===== src/rtl/timer_sequencer.sv =====
`timescale 1ns/1ps
// Countdown datapath: 1 Hz tick prescaler, preset load and mm:ss BCD down-counter.
// Optional low-time blink on warn when TIMER_WARN_BLINK_EN is defined.
module timer_sequencer #(
  parameter int unsigned TICK_DIV = 100000000,
  parameter logic [15:0] PRESET_A = 16'h0030,
  parameter logic [15:0] PRESET_B = 16'h0100
) (
  input  logic        clk,
  input  logic        rst_n,
  input  logic [1:0]  state,
  output logic [15:0] bcd,
  output logic        zero,
  output logic        done,
  output logic        tick,
  output logic        warn
);

  localparam int unsigned   PW         = $clog2(TICK_DIV);
  localparam logic [PW-1:0] PRESC_LAST = PW'(TICK_DIV - 1);
  localparam logic [PW-1:0] PRESC_HALF = PW'(TICK_DIV / 2 - 1);

  typedef enum logic [1:0] {
    ST_IDLE1 = 2'b00,
    ST_IDLE2 = 2'b01,
    ST_RUN   = 2'b10,
    ST_STOP  = 2'b11
  } ctrl_state_e;

  ctrl_state_e   st;
  logic [PW-1:0] presc, presc_nxt;
  logic [15:0]   bcd_nxt;
  logic          wrap;
  logic          done_nxt;

  assign st = ctrl_state_e'(state);

  // Minute/second BCD decrement; never called with 0000.
  function automatic logic [15:0] bcd_dec(input logic [15:0] v);
    logic [3:0] d3, d2, d1, d0;
    logic       b;
    {d3, d2, d1, d0} = v;
    b = 1'b0;
    if (d0 != 4'd0) d0 = d0 - 4'd1;
    else begin
      d0 = 4'd9;
      b  = 1'b1;
    end
    if (b) begin
      if (d1 != 4'd0) begin
        d1 = d1 - 4'd1;
        b  = 1'b0;
      end else begin
        d1 = 4'd5;
      end
    end
    if (b) begin
      if (d2 != 4'd0) begin
        d2 = d2 - 4'd1;
        b  = 1'b0;
      end else begin
        d2 = 4'd9;
      end
    end
    if (b) d3 = d3 - 4'd1;
    return {d3, d2, d1, d0};
  endfunction

  always_comb begin
    wrap      = (st == ST_RUN) && (presc == PRESC_LAST);
    presc_nxt = presc;
    bcd_nxt   = bcd;
    done_nxt  = 1'b0;
    case (st)
      ST_IDLE1: begin
        presc_nxt = '0;
        bcd_nxt   = PRESET_A;
      end
      ST_IDLE2: begin
        presc_nxt = '0;
        bcd_nxt   = PRESET_B;
      end
      ST_RUN: begin
        presc_nxt = wrap ? '0 : presc + PW'(1);
        if (wrap && (bcd != 16'h0000)) begin
          bcd_nxt  = bcd_dec(bcd);
          done_nxt = (bcd == 16'h0001);
        end
      end
      default: ;
    endcase
  end

  always_ff @(posedge clk or negedge rst_n) begin
    if (!rst_n) begin
      presc <= '0;
      bcd   <= PRESET_A;
      zero  <= 1'b0;
      done  <= 1'b0;
      tick  <= 1'b0;
    end else begin
      presc <= presc_nxt;
      bcd   <= bcd_nxt;
      zero  <= (bcd_nxt == 16'h0000);
      done  <= done_nxt;
      tick  <= wrap;
    end
  end

`ifdef TIMER_WARN_BLINK_EN
  logic warn_q;
  logic in_band;

  // Band is judged on the value bcd is about to take, so warn drops with the final decrement.
  assign in_band = (bcd_nxt != 16'h0000) && (bcd_nxt[15:4] == 12'h000);

  always_ff @(posedge clk or negedge rst_n) begin
    if (!rst_n) begin
      warn_q <= 1'b0;
    end else if ((st == ST_RUN) && in_band) begin
      if (wrap || (presc == PRESC_HALF)) warn_q <= ~warn_q;
    end else begin
      warn_q <= 1'b0;
    end
  end

  assign warn = warn_q;
`else
  assign warn = 1'b0;
`endif

endmodule


===== config.mk =====
export PLATFORM = sky130hd
export DESIGN_NAME = timer_sequencer
export DESIGN_NICKNAME = d
export VERILOG_FILES = /design/src/rtl/timer_sequencer.sv
export SDC_FILE = /design/constraint.sdc
export NUM_CORES = 1
export LEC_CHECK = 0
export CAP_MARGIN = 20
export CORE_AREA = 10 10 98 100
export DETAILED_ROUTE_END_ITERATION = 8
export DIE_AREA = 0 0 108 110
export GPL_TIMING_DRIVEN = 0
export PLACE_DENSITY_LB_ADDON = 0.05
export SYNTH_ARGS = -nofsm -noshare
export SYNTH_HDL_FRONTEND = slang
export SYNTH_SLANG_ARGS = --single-unit

===== constraint.sdc =====
create_clock -name clk -period 3.4 [get_ports clk]
set_input_delay 0.68 -clock clk [delete_from_list [all_inputs] [get_ports clk]]
set_output_delay 0.68 -clock clk [all_outputs]
set_load 0.01 [all_outputs]

==> out/qor.txt <==
======================================================================================================
CTS Buffer Depth                                                                                     2
Area fraction of the dominant cell type after synthesis                                          41.1%
ANT cells                                                                                            0
Hold violation total from the final report                                                           0
Count of vias placed by the detailed router                                                       2431
Sum of negative setup slack                                                                       0 ps
Buffers added on ports                                                                              21
Largest net degree at the start of global routing                                                   36
CTS buffer count                                                                                     5
Number of antenna violations at the first check in global routing                                    0
Worst Reg2Reg Path Length in Cells                                                                   8
Highest achievable clock rate                                                                  321 MHz
Max-cap violations                                                                                   0
Register area share after synthesis                                                              43.0%
Routed Wire Length                                                                             7420 um
Total Nets Final                                                                                   343
Most used flip-flop cell after synthesis                                                       dfrtp_1
Netlist area before placement                                                                2680 um^2
Non-filler cells in the finished layout                                                            439
Final min period                                                                               3120 ps
Worst R2R Setup Slack                                                                           370 ps
Dpl cells                                                                                          430
Setup crit end kind                                                                           register
Starting DRT DRC Count                                                                             121
Type of the tightest min-delay check                                                      primary input to async pin
Category of the worst setup path launch point                                             primary input
Global-route wire length before repair                                                        12300 um
Finished Cell Area                                                                           3160 um^2
Xor and xnor fraction of the mapped netlist area                                                 2.94%
Count of mapped cells out of synthesis                                                             306
Clock latency of the later-clocked register in the worst-skew pair                              300 ps
Run status                                                                                finished, final reports clean
Hold buffer count at CTS                                                                             0
Critical Path Start                                                                           state[1]
Worst-path fanout max                                                                                8
Number of synthesized register bits                                                                 46
Placed inst area                                                                             3030 um^2
First drt pass iteration count                                                                       4
Die Outline Area                                                                            11900 um^2
Most repeated cell in the gate-level netlist after synthesis                                   dfrtp_1
Nets in the synthesized netlist                                                                    313
Transition time of the tightest slew-check pin                                                  928 ps
Unrepaired setup endpoints after global routing                                                     no
Slack of the critical path                                                                      282 ps
Std-Cell Core Area                                                                           7650 um^2
Worst setup path class                                                                    primary input to register
Ratio of total power to cell area                                                          347 nW/um^2
Effective utilization at floorplan                                                               35.1%
Adder-cell share of the synthesized area                                                         1.40%
Yosys top cell by area                                                                         dfrtp_1
Layout Area Growth over Synthesis                                                                17.7%
Compound-cell area share of the yosys netlist                                                    18.3%
FF-to-FF Start                                                                            bcd[0]$_DFF_PN0_
DRC                                                                                                  0
Antenna Violating Nets Remaining                                                                     0
Ranking of synthesized cells by area                                                      dfrtp_1 41%, o21ai_0 7.1%, nand2_1 4.5%
Share of synthesized registers carrying an async set or reset                                     100%
Number of sinks handled by clock tree synthesis                                                     46
Netlist cell types                                                                                  51
Required @ worst endpoint                                                                      3600 ps
Simple-gate share of the synthesized area                                                        28.5%
Estimated wirelength of the detail-placed design                                               5340 um
I/O pins                                                                                            24
Clock transition at the register clock pins on the worst setup and hold paths after CTS          90 ps
Clock tree from TritonCTS                                                                        built
Grt total ovfl                                                                                       0
Total global-route track usage                                                                   12.9%
Mux contribution to synthesized area                                                             2.24%
Die Width                                                                                       108 um
Setup skew after layout                                                                        6.35 ps
Clock root cell                                                                               clkbuf_8
IR Drop Worst-Case VDD                                                                          181 uV
Mean Syn Cell Area                                                                           8.76 um^2
Critical path arrival                                                                          3310 ps
Row count                                                                                           32
Vias in the first global route                                                                    2396
Top post-synthesis cells by count                                                         44 x dfrtp_1, 38 x o21ai_0, 32 x nand2_1
Number of levels in the clock H-tree                                                                 2
Final-report max-slew violation count                                                                0
Largest family of logic cells by synthesized area                                         simple AND/OR/NAND/NOR gates
Number of enable flip-flop cells after synthesis                                                     0
Share of cells above drive strength 1                                                            8.01%
Global placer's final weighted congestion                                                        0.863
Worst R2R End                                                                             zero$_DFF_PN0_
Place WS                                                                                      -65.4 ps
Yosys warns                                                                                          0
Final clock period utilization by the worst path                                                 91.7%
Average wire per cell in the routed design                                                     16.9 um
Pleak                                                                                       0.00125 uW
Relative slew slack                                                                              37.5%
Average via count per standard cell                                                               5.54
DIE HEIGHT                                                                                      110 um
Setup-violating endpoint count in the final report                                                   0
Overall Power                                                                                  1100 uW
======================================================================================================
worst max-delay path by stage:
stage                                end  slack (ps)  cells past startpoint
after global routing      zero$_DFF_PN0_         100                      8
final                     zero$_DFF_PN0_         280                      8
after global placement    zero$_DFF_PN0_         -80                      8
after CTS                 zero$_DFF_PN0_         260                      8
after floorplan           zero$_DFF_PN0_         620                      8
after detailed placement  zero$_DFF_PN0_         -70                      8
registers in the layout, summed over array words and instances, names as in the netlist:
register / cells
bcd: 16
presc: 27
tick: 1
zero: 1
done: 1
critical path, cell delays in order:
cell	delay, ps
clkdlybuf4s50_1	530
nor3b_1	210
nand4_1	380
or4_1	630
clkbuf_2	160
mux2i_1	220
o211ai_1	140
a2111oi_2	370
repair_timing:
item                                    CTS  global route
endpoints found under the setup margin    0             2
gates resized for setup                   0             2
hold endpoints to repair                  0             0
setup buffers                             0             0
layout by cell type, fill, tap and decap left out, types with 3 or more instances in the layout:
| cell | count |
|---|---|
| dfrtp_1 | 44 |
| o21ai_0 | 38 |
| nand2_1 | 32 |
| nor2_1 | 23 |
| clkdlybuf4s50_1 | 20 |
| nand3_1 | 14 |
| clkbuf_1 | 13 |
| a21oi_1 | 11 |
| nor4_1 | 9 |
| and3_1 | 8 |
| nand4_1 | 7 |
| inv_1 | 7 |
| or3_1 | 6 |
| mux2i_1 | 6 |
| o31ai_1 | 6 |
| clkbuf_8 | 6 |
| nor4b_1 | 5 |
| xnor2_1 | 5 |
| nor3_1 | 5 |
| a31oi_1 | 5 |
| or4_1 | 4 |
| clkbuf_2 | 4 |
| xor2_1 | 4 |
| and2_1 | 4 |
| and4_1 | 3 |
| or2_2 | 3 |
| o211ai_1 | 3 |
| ha_1 | 3 |
layout make-up:
cell class | count | area, um^2
Timing Repair Buffer | 23 | 230
Multi-Input combinational cell | 237 | 1440
Clock buffer | 7 | 86.3
Inverter | 7 | 26.3
Fill cell | 798 | 4490
Buffer | 16 | 67.6
Clock inverter | 1 | 30.0
Tap cell | 102 | 128
Sequential cell | 46 | 1150
power by group:
group,switching [uW],total (uW),internal [uW]
Sequential,6.42,561,555
Combinational,63.7,100,36.7
Clock,194,434,240
cells by family after synthesis:
family,Yosys count
flip-flops,46
multiplexers,6
buffers and inverters,23
other,1
AO/OA/AOI/OAI,79
AND/OR/NAND/NOR,139
XOR/XNOR,9
adder cells (fa/ha/maj),3
stage by stage:
stage / util [%] / hold WS, ps
6_report: 41.3 / 249
2_1_floorplan: - / 384
3_3_place_gp: 39.5 / 503
4_1_cts: 41.2 / 254
5_1_grt: 41.3 / 258
3_5_place_dp: 39.7 / 500
per-layer routing:
| metal | vias up | GRT usage [%] | wire length (um) |
|---|---|---|---|
| met5 | - | 0 | 0 |
| met4 | 0 | 5.06 | 122 |
| met3 | 11 | 2.61 | 291 |
| met2 | 45 | 21.6 | 3580 |
| met1 | 1177 | 16.0 | 3420 |
| li1 | 1198 | - | - |
Note: power is estimated with default switching activity, not from simulation.
